==> config.mk <==
export PLATFORM = sky130hd
export DESIGN_NAME = shift_rotate_unit_flat
export DESIGN_NICKNAME = d
export VERILOG_FILES = /design/src/rtl/shift_rotate_if.sv /design/src/rtl/shift_rotate_unit.sv /design/src/flat_wrapper.sv
export SDC_FILE = /design/constraint.sdc
export NUM_CORES = 1
export LEC_CHECK = 0
export BUFFER_PORTS_ARGS = -buffer_cell sky130_fd_sc_hd__buf_2
export CORE_AREA = 5 5 74 76
export CTS_CLUSTER_DIAMETER = 50
export DETAILED_ROUTE_END_ITERATION = 6
export DIE_AREA = 0 0 79 81
export HOLD_SLACK_MARGIN = 0.12
export PLACE_DENSITY = 0.67
export RECOVER_POWER = 100
export SLEW_MARGIN = 20
export SYNTH_ARGS = -nofsm -noshare
export SYNTH_HDL_FRONTEND = slang
export SYNTH_SLANG_ARGS = --single-unit
==> constraint.sdc <==
create_clock -name clk -period 4.6 [get_ports clk]
set_input_delay 0.92 -clock clk [delete_from_list [all_inputs] [get_ports clk]]
set_output_delay 0.92 -clock clk [all_outputs]
set_load 0.005 [all_outputs]
==> src/rtl/shift_rotate_if.sv <==
// Request/result handshake bundle for shift_rotate_unit.
// The unit connects through the slave modport; the requester uses master.
interface shift_rotate_if #(
  parameter int WIDTH = 8,
  parameter int AMT_W = 3
);
  logic             in_valid;
  logic             in_ready;
  logic [WIDTH-1:0] in_data;
  logic [AMT_W-1:0] in_amt;
  logic [2:0]       in_op;
  logic             in_carry;
  logic             out_valid;
  logic             out_ready;
  logic [WIDTH-1:0] out_data;
  logic             out_carry;
  logic             out_zero;

  modport master (
    output in_valid, in_data, in_amt, in_op, in_carry, out_ready,
    input  in_ready, out_valid, out_data, out_carry, out_zero
  );

  modport slave (
    input  in_valid, in_data, in_amt, in_op, in_carry, out_ready,
    output in_ready, out_valid, out_data, out_carry, out_zero
  );
endinterface

==> src/rtl/shift_rotate_unit.sv <==
// Shift/rotate unit: iterative 1-bit-per-cycle engine by default; defining
// SHIFT_ROTATE_FAST_EN computes the whole result on accept (latency 1).
//
// state | meaning
// IDLE  | waiting for a request (in_ready high)
// BUSY  | stepping the latched operand one bit per cycle
// DONE  | result presented (out_valid high) until out_ready
module shift_rotate_unit #(
  parameter int WIDTH = 8,
  parameter int AMT_W = 3
) (
  input logic          clk,
  input logic          rst_n,
  shift_rotate_if.slave bus
);
  localparam logic [2:0] OP_ROR  = 3'd0;
  localparam logic [2:0] OP_ROL  = 3'd1;
  localparam logic [2:0] OP_SHR  = 3'd2;
  localparam logic [2:0] OP_SHL  = 3'd3;
  localparam logic [2:0] OP_SAR  = 3'd4;
  localparam logic [2:0] OP_RCR  = 3'd5;
  localparam logic [2:0] OP_RCL  = 3'd6;
  localparam logic [2:0] OP_PASS = 3'd7;

  typedef enum logic [1:0] {IDLE, BUSY, DONE} state_t;

  state_t           state;
  logic [WIDTH-1:0] data_q;
  logic             carry_q;
  logic [2:0]       op_q;
  logic [AMT_W-1:0] rem;
  logic [WIDTH-1:0] out_data_q;
  logic             out_carry_q;
  logic             out_zero_q;

  // Result packed as {carry, data}
  function automatic logic [WIDTH:0] step(input logic [2:0] op,
                                          input logic [WIDTH-1:0] d,
                                          input logic c);
    logic [WIDTH:0] r;
    r = {c, d};
    case (op)
      OP_ROR:  r = {d[0], d[0], d[WIDTH-1:1]};
      OP_ROL:  r = {d[WIDTH-1], d[WIDTH-2:0], d[WIDTH-1]};
      OP_SHR:  r = {d[0], 1'b0, d[WIDTH-1:1]};
      OP_SHL:  r = {d[WIDTH-1], d[WIDTH-2:0], 1'b0};
      OP_SAR:  r = {d[0], d[WIDTH-1], d[WIDTH-1:1]};
      OP_RCR:  r = {d[0], c, d[WIDTH-1:1]};
      OP_RCL:  r = {d[WIDTH-1], d[WIDTH-2:0], c};
      default: r = {c, d};
    endcase
    return r;
  endfunction

  logic [WIDTH:0] acc_res;
  logic           acc_done;
  logic [WIDTH:0] step_res;

`ifdef SHIFT_ROTATE_FAST_EN
  function automatic logic [WIDTH:0] full_result(input logic [2:0] op,
                                                 input logic [WIDTH-1:0] d,
                                                 input logic c,
                                                 input logic [AMT_W-1:0] amt);
    logic [WIDTH:0] r;
    r = {c, d};
    for (int i = 0; i < WIDTH - 1; i++)
      if (i < int'(amt)) r = step(op, r[WIDTH-1:0], r[WIDTH]);
    return r;
  endfunction

  assign acc_res  = full_result(bus.in_op, bus.in_data, bus.in_carry, bus.in_amt);
  assign acc_done = 1'b1;
`else
  // The first step happens on the accept edge so latency equals the amount
  assign acc_res  = step(bus.in_op, bus.in_data, bus.in_carry);
  assign acc_done = (bus.in_amt == AMT_W'(1));
`endif

  assign step_res = step(op_q, data_q, carry_q);

  always_ff @(posedge clk or negedge rst_n) begin
    if (!rst_n) begin
      state       <= IDLE;
      data_q      <= '0;
      carry_q     <= 1'b0;
      op_q        <= OP_ROR;
      rem         <= '0;
      out_data_q  <= '0;
      out_carry_q <= 1'b0;
      out_zero_q  <= 1'b1;
    end else begin
      case (state)
        IDLE: if (bus.in_valid) begin
          op_q <= bus.in_op;
          if (bus.in_amt == '0 || bus.in_op == OP_PASS) begin
            data_q      <= bus.in_data;
            carry_q     <= bus.in_carry;
            rem         <= '0;
            out_data_q  <= bus.in_data;
            out_carry_q <= bus.in_carry;
            out_zero_q  <= (bus.in_data == '0);
            state       <= DONE;
          end else begin
            data_q  <= acc_res[WIDTH-1:0];
            carry_q <= acc_res[WIDTH];
            rem     <= bus.in_amt - AMT_W'(1);
            if (acc_done) begin
              out_data_q  <= acc_res[WIDTH-1:0];
              out_carry_q <= acc_res[WIDTH];
              out_zero_q  <= (acc_res[WIDTH-1:0] == '0);
              state       <= DONE;
            end else begin
              state <= BUSY;
            end
          end
        end
        BUSY: begin
          data_q  <= step_res[WIDTH-1:0];
          carry_q <= step_res[WIDTH];
          rem     <= rem - AMT_W'(1);
          if (rem == AMT_W'(1)) begin
            out_data_q  <= step_res[WIDTH-1:0];
            out_carry_q <= step_res[WIDTH];
            out_zero_q  <= (step_res[WIDTH-1:0] == '0);
            state       <= DONE;
          end
        end
        DONE: if (bus.out_ready) state <= IDLE;
        default: state <= IDLE;
      endcase
    end
  end

  assign bus.in_ready  = (state == IDLE);
  assign bus.out_valid = (state == DONE);
  assign bus.out_data  = out_data_q;
  assign bus.out_carry = out_carry_q;
  assign bus.out_zero  = out_zero_q;
endmodule

==> src/flat_wrapper.sv <==
// flat-port wrapper written by rule: the top's interface ports become plain ports
module shift_rotate_unit_flat 
#(
  parameter int WIDTH = 8,
  parameter int AMT_W = 3
)
  (clk, rst_n, bus_in_valid, bus_in_data, bus_in_amt, bus_in_op, bus_in_carry, bus_out_ready, bus_in_ready, bus_out_valid, bus_out_data, bus_out_carry, bus_out_zero);
  shift_rotate_if #(.WIDTH(WIDTH), .AMT_W(AMT_W)) bus_i ();
  input logic clk;
  input logic rst_n;
  input wire logic [$bits(bus_i.in_valid)-1:0] bus_in_valid;
  input wire logic [$bits(bus_i.in_data)-1:0] bus_in_data;
  input wire logic [$bits(bus_i.in_amt)-1:0] bus_in_amt;
  input wire logic [$bits(bus_i.in_op)-1:0] bus_in_op;
  input wire logic [$bits(bus_i.in_carry)-1:0] bus_in_carry;
  input wire logic [$bits(bus_i.out_ready)-1:0] bus_out_ready;
  output wire logic [$bits(bus_i.in_ready)-1:0] bus_in_ready;
  output wire logic [$bits(bus_i.out_valid)-1:0] bus_out_valid;
  output wire logic [$bits(bus_i.out_data)-1:0] bus_out_data;
  output wire logic [$bits(bus_i.out_carry)-1:0] bus_out_carry;
  output wire logic [$bits(bus_i.out_zero)-1:0] bus_out_zero;
  assign bus_i.in_valid = bus_in_valid;
  assign bus_i.in_data = bus_in_data;
  assign bus_i.in_amt = bus_in_amt;
  assign bus_i.in_op = bus_in_op;
  assign bus_i.in_carry = bus_in_carry;
  assign bus_i.out_ready = bus_out_ready;
  assign bus_in_ready = bus_i.in_ready;
  assign bus_out_valid = bus_i.out_valid;
  assign bus_out_data = bus_i.out_data;
  assign bus_out_carry = bus_i.out_carry;
  assign bus_out_zero = bus_i.out_zero;
  shift_rotate_unit #(.WIDTH(WIDTH), .AMT_W(AMT_W)) u_core (.clk(clk), .rst_n(rst_n), .bus(bus_i));
endmodule
==> out/results.ini, run 1 <==
[clock_network]
postCtsSetupRepairBufs=0
cts_tree=yes
cts.clk_slew.worst_paths_ps=90
cts_buffers=3
cts-htree-levels=1
cts-root-buf=clkbuf_8
cts-resized-gates=0
clk_latency_ps=280
clock_sinks=27
holdBufCountCts=0
clockBufferDepth=2

[floorplanning]
start_util=0.471
dieArea_sq_um=6400
die_w_um=79
die_h_um=81
core-area_sq_um=4660
rows=25
pin_count=31

[global_routing]
grt_pass1_vias=1844
antenna_found_initial=0
grt-ovfl-total=0
grt_usage=0.176
grt_pass1_wl_mm=9.00
grt_max_degree=28

[run_status]
outcome=completed

[sta]
hold_viol=0
timing.final.crit_period_ps=3480
period_share=0.758
finalClockSkew_ps=6.94
worst_pin_slew_ps=1470
max_slew_margin=0.0169
tns_ps=0
setup_ws_ps=1120
drv_slew=0
fmax_mhz=287
setup_violations=0
rsz0062_at_grt=no

[pwr]
irDropWorstVdd_v=0.000338
internal_power_mw=0.771
p_leak_nw=0.978
p_switching_mw=0.663
seqPwrFrac=0.388
netSwitchingFraction=0.462
power_density_nw_per_um2=608
combPwrFrac=0.517
clkPwrFrac=0.096

[hold_path]
hold_path.class=reg -> reg
hp-start=u_core.rem[1]$_DFFE_PN0P_
holdPathStages=2
min_to=u_core.rem[1]$_DFFE_PN0P_

[yosys]
synth_flop_cell=dfrtp_1
yosys_register_bits=27
synth-xor-area-share=0.00399
yosysSeqAreaShare=0.308
synth_enable_flop_cells=0
yosys.area_share.simple=0.204
syn_nets=291
async_flop_share=1.00
synthAdderAreaFrac=0.0285
yosysWarnings=0
ys_types=54
netlist_instances=267
syn-cell-area_sq_um=2190
postSynthAreaPerCell_sq_um=8.22
synth_compound_area_frac=0.261
synth_mux_area_frac=0.136
synth_top_family_by_area=compound AO/OA/AOI/OAI gates

[place]
port_buffers=30
gp_congestion=0.832
dp_slack_ps=1570
hpwlAfterDp_mm=3.97

[critical_path]
slowest_stage=a21oi_1
cp-startpoint=bus_in_op[2]
path_cells=clkbuf_1 > and2_1 > a21boi_2 > nand2b_1 > nand3b_1 > a21oi_1 > mux2_2
reg2reg_from=u_core.state[0]$_DFFE_PN0P_
crit_required_ps=4760
crit_arrival_ps=3650
path_max_fanout=21
ff2ff_setup_slack_ps=2390
end_kind=flop
cp-start-kind=input port
max_stage_delay_ps=890
crit_type=in -> reg
crit_family=compound AO/OA/AOI/OAI gates
rr_endpoint=u_core.bus.out_data[1]$_DFFE_PN0P_
reg2regPathDepth=3
worst-path-buf-inv=1

[drt]
wl_per_cell_um=16.0
vias_per_cell=5.93
wl_mm=5.37
drtAntennaViolNets=0
drtIter0Drc=101
drc=0
dr.pass1.iters=5
num_vias=1994

[finish]
drive_above_1_share=0.167
nets=307
fillers=449
syn2layout_area_growth_pct=7.35
insertedDiodeCount=0

[job]
maxCapViolCount=0

## flip-flops by register name, summed over array words and instances, names as in the netlist
register	cells
u_core.bus.out_data	8
u_core.data_q	8
u_core.op_q	3
u_core.rem	3
u_core.state	2
u_core.bus.out_carry	1
u_core.bus.out_zero	1
u_core.carry_q	1
## synthesized netlist by cell type (3+ instances only)
| cell type | number | share of area |
|---|---|---|
| clkbuf_1 | 9 | 0.015 |
| mux2_2 | 14 | 0.072 |
| a211oi_1 | 7 | 0.024 |
| ha_1 | 5 | 0.029 |
| a21oi_1 | 24 | 0.055 |
| nand2b_1 | 9 | 0.026 |
| o22ai_1 | 7 | 0.020 |
| nor2b_1 | 10 | 0.029 |
| nand2_1 | 20 | 0.034 |
| a31oi_1 | 4 | 0.011 |
| inv_1 | 10 | 0.017 |
| o21ai_1 | 4 | 0.0091 |
| o211ai_1 | 4 | 0.014 |
| mux2i_1 | 13 | 0.059 |
| nand3_1 | 3 | 0.0068 |
| nand3b_1 | 4 | 0.014 |
| o21ai_0 | 23 | 0.052 |
| nor3_1 | 5 | 0.011 |
| dfrtp_1 | 26 | 0.30 |
| nor2_1 | 24 | 0.041 |
| buf_2 | 6 | 0.014 |
## through the flow
| stage | std cells | instance area, sq um | util | hold slack, ps | total power [mW] |
|---|---|---|---|---|---|
| 6_report | 336 | 2360 | 0.506 | 495 | 1.43 |
| 5_1_grt | 336 | 2360 | 0.506 | 539 | 1.59 |
| 4_1_cts | 336 | 2370 | 0.508 | 498 | 1.45 |
| 3_5_place_dp | 332 | 2320 | 0.498 | 477 | 1.31 |
| 3_3_place_gp | 332 | 2320 | 0.498 | 474 | 1.30 |
| 2_1_floorplan | 267 | 2190 | - | 450 | 1.09 |
## area by class of cell
cell class | count | area [sq um] | area share
clock buffers | 4 | 45.0 | 0.0191
well taps | 54 | 67.6 | 0.0287
inverters | 10 | 37.5 | 0.0159
repair buffers | 30 | 139 | 0.0589
multi-input cells | 211 | 1390 | 0.590
flip-flops and latches | 27 | 677 | 0.287
## routing by layer
metal	global-route usage	share of wire	wire length [um]
met3	0.0277	0.029	154
met4	0.0326	0.0095	51
met5	0	0	0
met1	0.237	0.47	2540
met2	0.301	0.49	2630
## power by group through the flow
| stage | logic (mW) | clock network, mW | registers (mW) |
|---|---|---|---|
| floorplan | 0.650 | 0 | 0.445 |
| global placement | 0.739 | 0 | 0.559 |
| detailed placement | 0.752 | 0 | 0.561 |
| CTS | 0.756 | 0.142 | 0.556 |
| global route | 0.850 | 0.153 | 0.583 |
| finish | 0.741 | 0.137 | 0.556 |
## worst reg2reg max path, cell delays in order (launching register included)
cell	delay [ps]
dfrtp_1	550
nand3b_1	240
a21oi_1	890
mux2_2	420
## placed cells by master (no fill, tap or decap), types with 2 or more instances in the layout
cell / Yosys / final
dfrtp_1: 26 / 26
clkbuf_8: 0 / 3
o211ai_1: 4 / 4
nor3_1: 5 / 5
mux2_2: 14 / 14
o21ai_1: 4 / 2
o21ai_0: 23 / 24
a21oi_1: 24 / 25
buf_2: 6 / 20
nand3_1: 3 / 3
mux2i_1: 13 / 13
nand2b_1: 9 / 9
a211oi_1: 7 / 7
inv_1: 10 / 10
nor2b_1: 10 / 10
nor4_1: 2 / 2
nand2_1: 20 / 20
ha_1: 5 / 5
nor2_1: 24 / 24
a31oi_1: 4 / 4
nand3b_1: 4 / 4
clkbuf_1: 9 / 10
o22ai_1: 7 / 7
a311oi_1: 2 / 2
## worst max path at each step
| stage | endpoint | slack, ps | cells after the start |
|---|---|---|---|
| after floorplan | u_core.bus.out_zero$_DFFE_PN1P_ | 2150 | 8 |
| after global routing | u_core.bus.out_data[2]$_DFFE_PN0P_ | 860 | 7 |
| after detailed placement | u_core.bus.out_data[4]$_DFFE_PN0P_ | 1570 | 7 |
| after global placement | u_core.bus.out_data[1]$_DFFE_PN0P_ | 1630 | 7 |
| final | u_core.bus.out_data[1]$_DFFE_PN0P_ | 1120 | 7 |
| after CTS | u_core.bus.out_data[2]$_DFFE_PN0P_ | 1860 | 7 |
## cell families after synthesis
family | Yosys count
buffers and inverters | 29
DFF | 27
muxes | 28
AOI/OAI and AO/OA | 90
adders and majority gates | 5
xor gates and xnor gates | 1
and+or+nand+nor | 87
No activity file was read; power rests on OpenSTA's default activity.
==> run 2: changes to the inputs <==
- ABC_AREA: default -> 1
- CORE_AREA: 5 5 74 76 -> 5 5 71 73
- DIE_AREA: 0 0 79 81 -> 0 0 76 78
- PLACE_DENSITY: 0.67 -> 0.68
- clock period: 4.6 -> 3.64 ns (I/O delays scaled with it)
==> run 2 against run 1 <==
Against the previous run:
- utilization is 1.0 points higher
- setup slack worse by 220 ps
- die area fell by 7.4%
- clock power up 23%
- flip-flop and latch count unchanged
- clock-buffer cell count unchanged
- global-route usage is 0.13 points lower
- critical endpoint is now u_core.bus.out_zero$_DFFE_PN1P_
==> out/results.ini, run 2 <==
[critical_path]
worst-path-buf-inv=3
cp-startpoint=u_core.state[1]$_DFFE_PN0P_
path_cells=nor2_1 > clkbuf_1 > inv_1 > nand2_1 > nand3_2 > inv_2 > nor2_1 > a21oi_1
crit_family=buffers and inverters
crit_required_ps=3830
crit_top_cell=nor2_1
cp-start-kind=flop
max_stage_delay_ps=510
reg2reg_from=u_core.state[1]$_DFFE_PN0P_
crit_type=reg -> reg
crit_arrival_ps=2940
end_kind=flop
path_max_fanout=16
slowest_stage=nand2_1

[sta]
fmax_mhz=365
drv_slew=0
tns_ps=0
setup_violations=0
worst_pin_slew_ps=1420
timing.final.crit_period_ps=2740
period_share=0.753
max_slew_margin=0.0558
finalClockSkew_ps=3.67
hold_viol=0
rsz0062_at_grt=no
setup_ws_ps=898

[yosys]
ys_types=31
yosys_register_bits=27
yosys.area_share.simple=0.371
synth_top_family_by_area=simple AND/OR/NAND/NOR gates
synth_enable_flop_cells=0
yosysWarnings=0
yosysTopAreaCellShare=0.325
synth_common_cells=88 x nand2_1, 46 x nand3_1, 32 x inv_1, 27 x o21ai_0, 26 x dfrtp_1
async_flop_share=1.00
syn_nets=328
synth.most_common_cell=nand2_1
synthAdderAreaFrac=0.0312
synth_flop_cell=dfrtp_1
synth_mux_area_frac=0
synth-xor-area-share=0
syn-cell-area_sq_um=2000
synth_compound_area_frac=0.166
yosysSeqAreaShare=0.338
synth.largest_area_cell=dfrtp_1
ys_top_cells_by_area=dfrtp_1 32%, nand2_1 16%, nand3_1 11%
postSynthAreaPerCell_sq_um=6.59
netlist_instances=304

[floorplanning]
die_h_um=78
die_w_um=76
pin_count=31
rows=24
core-area_sq_um=4290
start_util=0.466
dieArea_sq_um=5930

[drt]
drtAntennaViolNets=0
wl_per_cell_um=13.2
dr.pass1.iters=5
vias_per_cell=5.31
drc=0
drtIter0Drc=144
num_vias=2040
wl_mm=5.05

[clock_network]
postCtsSetupRepairBufs=0
cts_tree=yes
cts-resized-gates=0
cts-htree-levels=1
clock_sinks=27
clockBufferDepth=2
cts.clk_slew.worst_paths_ps=90
cts_buffers=3
holdBufCountCts=0
clk_latency_ps=270
cts-root-buf=clkbuf_8

[place]
placed_area_sq_um=2190
dp_slack_ps=1320
hpwlAfterDp_mm=4.00
port_buffers=30
gp_congestion=0.914
placedCellCount=380

[finish]
finalInstanceArea_sq_um=2210
instances_no_fill=384
layout_commonest_cell=nand2_1
syn2layout_area_growth_pct=10.6
final_core_util=0.516
insertedDiodeCount=0
nets=357
drive_above_1_share=0.123
final_cell_mix=88 x nand2_1, 46 x nand3_1, 32 x inv_1

[global_routing]
grt_max_degree=28
grt_pass1_wl_mm=8.86
grt-ovfl-total=0
grt_usage=0.174
antenna_found_initial=0
grt_pass1_vias=1928

[pwr]
power_density_nw_per_um2=771
irDropWorstVdd_v=0.000289
p_leak_nw=1.14

[job]
maxCapViolCount=0

[hold_path]
hp-start=u_core.bus.out_data[2]$_DFFE_PN0P_
hold_path.class=reg -> reg

[run_status]
outcome=completed

run 2: changes by cell type after synthesis, sizes merged, moves of 7 or more:
cell and change:
a211oi -7, a21oi -16, inv +29, mux2 -15, mux2i -13, nand2 +74
nand2b -9, nand3 +44, nor2b -10
run 2: cell type report:
type | count | area [sq um]
Multi-Input combinational cell | 230 | 1130
Sequential cell | 27 | 677
Tap cell | 52 | 65.1
Timing Repair Buffer | 31 | 143
Inverter | 40 | 150
Clock buffer | 4 | 45.0
Fill cell | 469 | 2080
run 2: metrics by stage:
| step | hold WS [ps] | power [mW] |
|---|---|---|
| after global placement | 464 | 1.55 |
| after CTS | 479 | 1.74 |
| final | 479 | 1.71 |
| after global routing | 516 | 1.90 |
| after detailed placement | 460 | 1.57 |
| after floorplan | 432 | 1.28 |
run 2: path summary, 6_finish.rpt:
check	end	slack [ps]	depth (start not counted)
max	u_core.bus.out_zero$_DFFE_PN1P_	900	8
min in group asynchronous	u_core.rem[1]$_DFFE_PN0P_	770	1
min reg2reg	u_core.bus.out_data[2]$_DFFE_PN0P_	480	2
max in group asynchronous	u_core.carry_q$_DFFE_PN0P_	2040	1
max reg2reg	u_core.bus.out_zero$_DFFE_PN1P_	900	8
min	u_core.bus.out_data[2]$_DFFE_PN0P_	480	2
run 2: worst register-to-register path, stage by stage (launching register included):
cell and delay [ps]:
dfrtp_1 410, nor2_1 110, clkbuf_1 460, inv_1 390
nand2_1 510, nand3_2 350, inv_2 220, nor2_1 60
a21oi_1 150
run 2: per-layer routing:
layer | track usage | vias to the layer above | part of all wire
li1 | - | 1060 | -
met4 | 0.0427 | 0 | 0.0067
met5 | 0 | - | 0
met1 | 0.246 | 937 | 0.48
met3 | 0.00810 | 2 | 0.038
met2 | 0.293 | 41 | 0.47
run 2: where the power goes:
| group | internal, mW | leakage, nW | switching (mW) | total (mW) |
|---|---|---|---|---|
| Combinational | 0.320 | 0.783 | 0.631 | 0.951 |
| Clock | 0.0783 | 0.0228 | 0.0899 | 0.168 |
| Sequential | 0.451 | 0.332 | 0.136 | 0.587 |
run 2: cell families (layout without fill, tap and decap cells):
group	after synthesis	count (layout)
AOI/OAI and AO/OA	57	57
adders and majority gates	5	5
buffers and inverters	47	75
DFF	27	27
and+or+nand+nor	168	168
==> run 3: changes to the inputs <==
- PLACE_DENSITY: 0.68 -> 0.7
- clock period: 3.64 -> 2.31 ns (I/O delays scaled with it)
==> run 3 against run 2 <==
Against the previous run:
- die area unchanged
- routed wire length up 3.2%
- combinational power up 64%
- sequential power up 57%
- sequential share of layout area down 0.32 points
- power up 62%
- flip-flop and latch count unchanged
- critical endpoint unchanged
- first-iteration DRC count up 29%
- critical path type is now in -> reg
- largest cell class unchanged
- utilization up 0.55 points
- hold slack worse by 34 ps
- clock skew down 1.2 ps
- global-route usage up 0.18 points
- largest power group unchanged
==> out/results.ini, run 3 (synthesis gave the netlist of run 2 again) <==
[critical_path]
crit_required_ps=2530
path_max_fanout=13
cp-start-kind=input port
crit_type=in -> reg
crit_arrival_ps=2160
end_kind=flop

[clock_network]
clk_latency_ps=280
holdBufCountCts=0
cts-htree-levels=1
cts_buffers=3
postCtsSetupRepairBufs=0
clockBufferDepth=2
cts-resized-gates=0
cts.clk_slew.worst_paths_ps=90
cts_tree=yes
clock_sinks=27
cts-root-buf=clkbuf_8

[sta]
setup_violations=0
drv_slew=0
rsz0062_at_grt=no
fmax_mhz=515
period_share=0.841
finalClockSkew_ps=2.50
worst_pin_slew_ps=1450
hold_viol=0
tns_ps=0
timing.final.crit_period_ps=1940
max_slew_margin=0.0324

[finish]
syn2layout_area_growth_pct=11.7
drive_above_1_share=0.137
layout_commonest_cell=nand2_1
finalInstanceArea_sq_um=2240
nets=360
final_cell_mix=89 x nand2_1, 46 x nand3_1, 33 x inv_1
insertedDiodeCount=0
final_core_util=0.521

[place]
gp_congestion=0.940
placed_area_sq_um=2210
hpwlAfterDp_mm=4.04
port_buffers=30

[run_status]
outcome=completed

[drt]
drtAntennaViolNets=0
met2_length_mm=2.49
vias_per_cell=5.47
wl_per_cell_um=13.5
drc=0
dr.pass1.iters=4
route.top_layer_used=met4
routedLengthMet1_mm=2.41
wl_mm=5.22
drtIter0Drc=186
met3_length_um=254
num_vias=2117

[pwr]
irDropWorstVdd_v=0.000357
total_power_mw=2.76
p_leak_nw=1.16
power_density_nw_per_um2=1230

[floorplanning]
start_util=0.466
die_h_um=78
core-area_sq_um=4290
dieArea_sq_um=5930
pin_count=31
rows=24
die_w_um=76

[global_routing]
grt_usage=0.176
grt_pass1_wl_mm=8.90
grt_max_degree=28
grt_pass1_vias=1937
antenna_found_initial=0
grt-ovfl-total=0

[hold_path]
hold_path.class=in -> reg

[job]
maxCapViolCount=0

-- run 3: path summary, 6_finish.rpt --
| check | from | end | slack [ps] | cells after the start |
|---|---|---|---|---|
| setup reg to reg | u_core.op_q[2]$_DFFE_PN0P_ | u_core.data_q[6]$_DFFE_PN0P_ | 430 | 8 |
| min in group asynchronous | rst_n | u_core.rem[1]$_DFFE_PN0P_ | 510 | 1 |
| hold / removal | bus_out_ready | u_core.state[1]$_DFFE_PN0P_ | 440 | 4 |
| hold reg to reg | u_core.bus.out_data[2]$_DFFE_PN0P_ | u_core.bus.out_data[2]$_DFFE_PN0P_ | 480 | 2 |
| max in group asynchronous | rst_n | u_core.bus.out_data[0]$_DFFE_PN0P_ | 960 | 1 |
| setup / recovery | bus_in_amt[0] | u_core.bus.out_zero$_DFFE_PN1P_ | 370 | 12 |
-- run 3: through the flow --
step / setup slack [ps] / hold WS, ps / instances
floorplan: 730 / 166 / 304
global placement: 392 / 462 / 383
detailed placement: 325 / 462 / 383
CTS: 455 / 204 / 387
global route: 147 / 471 / 387
finish: 367 / 445 / 387
-- run 3: worst max-delay path, stage by stage --
cell	delay (ps)
clkbuf_1	90
inv_1	80
ha_1	190
nand2_1	60
nand2_1	180
inv_1	360
nand3_1	180
nand3_2	210
inv_2	110
nand2_1	90
inv_1	50
a21oi_2	100
-- run 3: power by group --
part	switching (mW)	total, mW	internal [mW]
logic	1.01	1.56	0.555
registers	0.205	0.919	0.714
clock network	0.152	0.276	0.124
-- run 3: cell type report --
type                       instances  area (sq um)
sequential                        27           677
timing repair buffer              34           170
inverter                          40           150
fill                             455          2060
tap                               52          65.1
multi-input combinational        230          1130
clock buffer                       4          45.0
-- run 3: metal layers --
layer	global-route usage	up-vias
li1	-	1071
met1	0.241	979
met2	0.299	62
met3	0.00694	5
met4	0.0569	0
met5	0	-
